**src/rtl/t2mi_byte_packer.sv**
```systemverilog
// Serial byte -> DATA_WIDTH word packer feeding the parallel T2MI parser; in_sop realigns so 0x47 lands in lane 0.
// Optional live statistics counters are built when T2MI_PACKER_STATS_EN is defined.

module t2mi_packer_lane #(
  parameter int BYTE_WIDTH = 8
) (
  input  logic                  clk,
  input  logic                  rst,
  input  logic                  wr,
  input  logic                  clr,
  input  logic [BYTE_WIDTH-1:0] din,
  output logic [BYTE_WIDTH-1:0] q,
  output logic                  v
);
  // A write wins over clear so a realign can empty the word and seed lane 0 in one cycle.
  always_ff @(posedge clk) begin
    if (rst) begin
      q <= '0;
      v <= 1'b0;
    end else if (wr) begin
      q <= din;
      v <= 1'b1;
    end else if (clr) begin
      q <= '0;
      v <= 1'b0;
    end
  end
endmodule

module t2mi_byte_packer #(
  parameter int DATA_WIDTH   = 64,
  parameter int BYTE_WIDTH   = 8,
  parameter int NUM_BYTES    = DATA_WIDTH / BYTE_WIDTH,
  parameter int IDLE_TIMEOUT = 16
) (
  input  logic                  clk,
  input  logic                  rst,
  input  logic                  in_valid,
  input  logic [BYTE_WIDTH-1:0] in_data,
  input  logic                  in_sop,
  output logic                  in_ready,
  input  logic                  flush,
  output logic                  out_valid,
  output logic [DATA_WIDTH-1:0] out_data,
  output logic [NUM_BYTES-1:0]  out_byte_enable,
  output logic [31:0]           words_out,
  output logic [31:0]           partial_words,
  output logic [31:0]           bytes_in
);
  localparam int              LW      = $clog2(NUM_BYTES);
  localparam logic [LW-1:0]   LAST    = LW'(NUM_BYTES - 1);
  localparam bit              TO_EN   = (IDLE_TIMEOUT != 0);
  localparam logic [15:0]     TO_LAST = TO_EN ? 16'(IDLE_TIMEOUT - 1) : 16'd0;

  typedef struct packed {
    logic                  vld;
    logic [DATA_WIDTH-1:0] data;
    logic [NUM_BYTES-1:0]  be;
  } word_t;

  logic [LW-1:0]                        lane_idx, lane_idx_n;
  logic [15:0]                          idle_cnt, idle_cnt_n;
  logic                                 pend, pend_n;
  logic [NUM_BYTES-1:0][BYTE_WIDTH-1:0] lane_q, cur_data;
  logic [NUM_BYTES-1:0]                 lane_v, cur_mask, lane_wr;
  logic                                 clr_all, store, realign, last_lane, expire;
  word_t                                emit, out_q;

  assign in_ready  = !pend;
  assign store     = in_valid && !pend;
  assign realign   = store && in_sop && (lane_idx != '0);
  assign last_lane = (lane_idx == LAST);
  assign expire    = TO_EN && (lane_idx != '0) && (idle_cnt == TO_LAST);

  genvar k;
  generate
    for (k = 0; k < NUM_BYTES; k++) begin : g_lane
      t2mi_packer_lane #(.BYTE_WIDTH(BYTE_WIDTH)) u_lane (
        .clk (clk),
        .rst (rst),
        .wr  (lane_wr[k]),
        .clr (clr_all),
        .din (in_data),
        .q   (lane_q[k]),
        .v   (lane_v[k])
      );
    end
  endgenerate

  // Accumulator as it would look with this cycle's byte merged in (used when it emits at once).
  always_comb begin
    cur_data = lane_q;
    cur_mask = lane_v;
    if (store && !realign) begin
      cur_data[lane_idx] = in_data;
      cur_mask[lane_idx] = 1'b1;
    end
  end

  always_ff @(posedge clk) begin
    if (rst) begin
      lane_idx <= '0;
      idle_cnt <= '0;
      pend     <= 1'b0;
    end else begin
      lane_idx <= lane_idx_n;
      idle_cnt <= idle_cnt_n;
      pend     <= pend_n;
    end
  end

  always_comb begin
    lane_idx_n = lane_idx;
    pend_n     = 1'b0;
    if (pend)
      lane_idx_n = '0;
    else if (realign) begin
      lane_idx_n = LW'(1);
      pend_n     = flush;
    end else if (store)
      lane_idx_n = (last_lane || flush) ? '0 : lane_idx + 1'b1;
    else if (flush || expire)
      lane_idx_n = '0;
    idle_cnt_n = (store || emit.vld || lane_idx == '0) ? '0 : idle_cnt + 1'b1;
  end

  // Emission select and lane write/clear strobes; a pending sop byte is already sitting in lane 0.
  always_comb begin
    emit    = '0;
    lane_wr = '0;
    clr_all = 1'b0;
    if (pend || realign) begin
      emit.vld   = 1'b1;
      emit.data  = lane_q;
      emit.be    = lane_v;
      clr_all    = 1'b1;
      lane_wr[0] = realign;
    end else if (store) begin
      if (last_lane || flush) begin
        emit.vld  = 1'b1;
        emit.data = cur_data;
        emit.be   = cur_mask;
        clr_all   = 1'b1;
      end else
        lane_wr[lane_idx] = 1'b1;
    end else if ((flush || expire) && lane_idx != '0) begin
      emit.vld  = 1'b1;
      emit.data = lane_q;
      emit.be   = lane_v;
      clr_all   = 1'b1;
    end
  end

  always_ff @(posedge clk) begin
    if (rst)
      out_q <= '0;
    else begin
      out_q.vld <= emit.vld;
      if (emit.vld) begin
        out_q.data <= emit.data;
        out_q.be   <= emit.be;
      end
    end
  end

  assign out_valid       = out_q.vld;
  assign out_data        = out_q.data;
  assign out_byte_enable = out_q.be;

`ifdef T2MI_PACKER_STATS_EN
  logic [31:0] words_q, partial_q, bytes_q;

  always_ff @(posedge clk) begin
    if (rst) begin
      words_q   <= '0;
      partial_q <= '0;
      bytes_q   <= '0;
    end else begin
      if (store)
        bytes_q <= bytes_q + 32'd1;
      if (emit.vld) begin
        words_q <= words_q + 32'd1;
        if (emit.be != '1)
          partial_q <= partial_q + 32'd1;
      end
    end
  end

  assign words_out     = words_q;
  assign partial_words = partial_q;
  assign bytes_in      = bytes_q;
`else
  assign words_out     = 32'd0;
  assign partial_words = 32'd0;
  assign bytes_in      = 32'd0;
`endif
endmodule
```
**config.mk**
```make
export PLATFORM = sky130hd
export DESIGN_NAME = t2mi_byte_packer
export DESIGN_NICKNAME = d
export VERILOG_FILES = /design/src/rtl/t2mi_byte_packer.sv
export SDC_FILE = /design/constraint.sdc
export NUM_CORES = 1
export LEC_CHECK = 0
export BUFFER_PORTS_ARGS = -buffer_cell sky130_fd_sc_hd__buf_2
export CORE_AREA = 2 2 128 155
export CTS_CLUSTER_SIZE = 30
export DETAILED_ROUTE_END_ITERATION = 16
export DIE_AREA = 0 0 130 157
export HOLD_SLACK_MARGIN = 0.12
export PLACE_DENSITY = 0.67
export SLEW_MARGIN = 20
export SYNTH_ARGS = -nofsm -noshare
export SYNTH_HDL_FRONTEND = slang
export SYNTH_HIERARCHICAL = 1
export SYNTH_SLANG_ARGS = --single-unit
```
**constraint.sdc**
```tcl
create_clock -name clk -period 5.7 [get_ports clk]
set_clock_uncertainty 0.15 [all_clocks]
set_input_delay 1.14 -clock clk [delete_from_list [all_inputs] [get_ports clk]]
set_output_delay 1.14 -clock clk [all_outputs]
set_load 0.005 [all_outputs]
```
-- Yosys cells after proc, flatten, opt, wreduce, memory -nomap -nowiden
Cells that the tools add are included.
- register bits after elaboration: 165
- bits in latches: 0
- bits in writable memories: 0
- memory bits (read-only): 0
- input bits: 13
- word-level logic and storage cells: 102
- memories: 0
- add/sub/neg operators: 2
- $mul: 0
- divide/modulo/power cells: 0
- $lt $le $gt $ge: 2
- eq/ne operators: 2
- shifts and indexed selects: 0
- mux-type cells: 41
- bitwise gates (word level): 2
- reductions and logical operators: 30
- operators with widths (kind ; count):
    $mux W73 ; 4
    $mux W8 ; 13
    $bwmux W64 ; 1
    $mux W64 ; 1
    $demux W8 S3 ; 1
    $reduce_bool A2 Y1 ; 9
    $add A16 B1 Y16 const B ; 1
    $eq A16 B4 Y1 const B ; 1
    $mux W1 ; 16
    $mux W3 ; 3
    $or A8 B8 Y8 ; 1
    $logic_and A1 B1 Y1 ; 7
    $mux W7 ; 1
    $reduce_bool A3 Y1 ; 2
    $reduce_or A3 Y1 ; 2
    $logic_or A1 B1 Y1 ; 5
    $lt A3 B4 Y1 const B ; 1
    $reduce_or A2 Y1 ; 2
    $add A3 B1 Y3 const B ; 1
    $demux W1 S3 ; 1
    $eq A3 B3 Y1 const B ; 1
    $ge A3 B1 Y1 const B ; 1
    $logic_not A3 Y1 ; 1
    $logic_not A1 Y1 ; 2
    $not A1 Y1 ; 1

-- Longest topological paths before layout
- depth in word-level cells: 13
- mapped depth: 11
- gate-level depth less buffers: 8

-- Modules after synthesis
Netlist, hierarchy kept.
- modules (own cells, without submodules) (module ; times used ; cells each ; area each (um^2) ; sequential area each (um^2)):
    t2mi_byte_packer ; 1 ; 558 ; 4947.2 ; 1861.8
    t2mi_packer_lane ; 8 ; 41 ; 424.2 ; 180.2

-- Worst setup path after synthesis
No wires, ideal clock.
- path type: in2reg
- from: in flush
- to: reg g_lane[0].u_lane.q[6]
- arrival time: 2.910 ns
- slack: 2.552 ns
- stages on the path: 8
- path buffers: 2
- path through: nor2_1 > o221ai_1 > a21oi_2 > clkbuf_1 > inv_1 > or2_1 > buf_6 > o32ai_2
- word-level cells in the longest chain between the ends: 6
- RTL lines (what ; line ; RTL):
    start, declared ; 42 ; input logic flush,
    $logic_or A1 B1 Y1 ; 146 ; end else if ((flush || expire) && lane_idx != '0) begin
    $logic_and A1 B1 Y1 ; 146 ;
    $mux W1 ; 146 ;
    $mux W1 (*) ; 138 ; end else if (store) begin
    $mux W1 (*) ; 132 ; if (pend || realign) begin
    net clr_all ; 66 ; logic clr_all, store, realign, last_lane, expire;
    $reduce_bool A2 Y1 (no source line) (*) ; - ;
    end signal, assigned ; 21 ; q <= din;
    end, declared ; 12 ; output logic [BYTE_WIDTH-1:0] q,
Mark *: on every way through the listed nets, which the timed path passes. The rest lies on a longest branch.
A chain may end at the register's enable or synchronous reset.

-- Worst setup path after layout
- from: in in_valid
- to: reg g_lane[0].u_lane.q[6]
- word-level cells in the longest chain between the ends: 6
- RTL lines (what ; line ; RTL):
    start, declared ; 38 ; input logic in_valid,
    $logic_and A1 B1 Y1 (*) ; 70 ; assign store = in_valid && !pend;
    $logic_and A1 B1 Y1 (2 in series) ; 71 ; assign realign = store && in_sop && (lane_idx != '0);
    $logic_or A1 B1 Y1 ; 132 ;
    $mux W1 (*) ; 132 ;
    net clr_all ; 66 ;
    $reduce_bool A2 Y1 (no source line) (*) ; - ;
Marks and branches as above.

==> flow_summary.toml <==
[final_layout]
final_common_cell = "dfxtp_1"
drive_gt1_share_pct = 22.3
fillers = 1834
area_growth_pct = 7.05
instances_no_fill = 1208
antenna_cells = 0
mostFrequentLayoutCells = "dfxtp_1 (165), conb_1 (96), buf_2 (85), nand2_1 (82), inv_1 (79)"
layout.nets = 956
fin_area_sq_um = 8930

[clock_network]
cts_buffer_depth = 2
clkLatencyLatePin_ns = 0.43
holdBufCountCts = 0
cts-buffers-inserted = 17
postCtsSetupBuffers = 0
cts_tree = "yes"
ctsResizeCount = 0
clkTransAtPathRegs_ns = 0.06
h-tree-depth = 4
cts.sinks = 165
ctsRootBufferMaster = "clkbuf_16"

[sta]
period_needed_ns = 3.71
worst_pin_slew_ns = 1.04
finalSetupTns_ns = 0
finalMaxSlewViolations = 0
setup-violations-final = 0
slew_headroom_pct = 30.6
hold_violations = 0
min_period_over_period_pct = 65.1
fmax_mhz = 270
rsz0062_at_grt = "no"
fin_ws_ns = 1.99

[placement]
dp.cells = 1176
placed_area_sq_um = 8370
dp_hpwl_mm = 12.5
io_buffer_count = 86
place_congestion = 0.856
place_ws_ns = 1.60

[setup_path]
r2r-end = "g_lane[0].u_lane/q[6]"
critPathMaxFanout = 34
start_kind = "primary input"
r2r-start = "lane_idx[1]"
cp.arrival_ns = 3.89
end_kind = "flop"
reg2reg_slack_ns = 2.23
crit_type = "in -> reg"
critical_path_required_ns = 5.88
reg2reg_depth = 9

[floorplan]
start_util_pct = 44.4
rows = 55
die_height_um = 157
die_area_sq_um = 20400
die_w_um = 130
core-area_sq_um = 18800
io_pins = 183

[min_path]
holdCritPathClass = "reg -> reg"
min_to = "out_data[1]"
hold_path_depth = 2
hold_start = "g_lane[0].u_lane/q[1]"

[power_and_ir_drop]
power_density_nw_per_um2 = 275
p_leak_nw = 3.35
ir_worst_vdd_uv = 205

[drt]
drcViolationCount = 0
vias = 6233
dr.first_iter.drc_count = 408
firstDrtPassIters = 5
viasPerCell = 5.16
drt_wl_total_mm = 18.8
wl_per_cell_um = 15.6
ant_nets = 0

[synth]
syn_avg_cell_area_sq_um = 9.41
yosysTopAreaCell = "dfxtp_1"
synth_ff_type = "dfxtp_1"
yosys_warnings = 6
synth_top_area_share_pct = 39.6
yosysSeqAreaShare_pct = 39.6
syn-cell-area_sq_um = 8340
synthArstFlopShare_pct = 0
synth_cells = 886
synth_edf_count = 0
synthTopCellsByArea = "dfxtp_1 (40%), o32ai_2 (11%), buf_4 (8.6%), buf_6 (3.8%), a221o_1 (3.7%)"
ys_ff_latch = 165
yosysUniqueCellTypes = 57

[global_routing]
grt_max_degree = 53
grt_pass1_wl_mm = 29.5
grtUsageTotal_pct = 18.4
antenna_found_initial = 0
grt_pass1_vias = 5528
grt-ovfl-total = 0

[job]
cap_violations = 0

[outcome]
status = "completed"
synthesized netlist by cell type, drive strengths merged, types with 4 or more instances:
cell type,n
nor2,39
or3b,8
and3,37
nand3,12
buf,141
and4,5
nor4,6
a21oi,49
or2,9
inv,79
dfxtp,165
nor2b,4
xnor2,9
nand2b,10
a221o,31
clkbuf,15
ha,4
a22oi,31
o21ai,35
nand2,82
nor3,27
o32ai,56
metal layers:
metal / vias to the layer above / routed length, um / global-route usage [%]
li1: 3037 / - / -
met1: 2979 / 8140 / 23.3
met2: 196 / 9380 / 30.9
met3: 21 / 966 / 4.11
met4: 0 / 324 / 5.89
met5: - / 0 / 0
area by class of cell:
| class | instances | area, sq um | area share, % |
|---|---|---|---|
| multi-input combinational | 581 | 3950 | 44.2 |
| inverter | 79 | 297 | 3.32 |
| sequential | 165 | 3300 | 37.0 |
| tap | 256 | 320 | 3.59 |
| clock inverter | 13 | 128 | 1.43 |
| timing repair buffer | 95 | 500 | 5.61 |
| clock buffer | 19 | 433 | 4.85 |
registers in the layout, indices dropped and copies added, names as in the netlist:
name	flops
g_lane.u_lane/v	8
out_byte_enable	8
idle_cnt	16
g_lane.u_lane/q	64
out_data	64
out_valid	1
pend	1
lane_idx	3
worst max-delay path, stage by stage:
cell	delay (ns)
buf_2	0.15
nor2b_1	0.69
nor2_2	0.20
a21oi_2	0.17
buf_4	0.36
inv_1	0.42
or2_1	0.49
o32ai_2	0.25
kinds of logic after synthesis:
kind of cell	after synthesis	synth area share, %
DFF	165	39.6
buffers and inverters	235	17.8
AOI/OAI and AO/OA	218	24.3
and+or+nand+nor	249	16.1
adders and majority gates	4	0.600
xor gates and xnor gates	12	1.26
muxes	2	0.255
other	1	0.0450
report_power, final:
part	switching [mW]	internal (mW)	total, mW
registers	0.0100	1.17	1.18
logic	0.146	0.0458	0.192
clock network	0.479	0.606	1.09
total	0.636	1.82	2.45
worst max path at each step:
stage,end,slack [ns],cells after the start,startpoint
3_5_place_dp,g_lane[5].u_lane/q[7],1.60,8,in_valid
5_1_grt,g_lane[0].u_lane/q[2],1.81,8,in_valid
4_1_cts,g_lane[0].u_lane/q[0],2.04,8,in_valid
3_3_place_gp,g_lane[0].u_lane/q[7],1.64,8,in_valid
6_report,g_lane[0].u_lane/q[6],1.99,8,in_valid
2_1_floorplan,g_lane[0].u_lane/q[6],2.55,8,flush
through the flow:
step | utilization, % | total power [mW] | hold slack (ns)
floorplan | - | 1.39 | 0.289
detailed placement | 44.5 | 1.39 | 0.307
CTS | 47.5 | 2.47 | 0.314
finish | 47.5 | 2.45 | 0.308
global placement | 44.5 | 1.39 | 0.297
global route | 47.5 | 2.55 | 0.343
(Power assumes the default switching activity.)
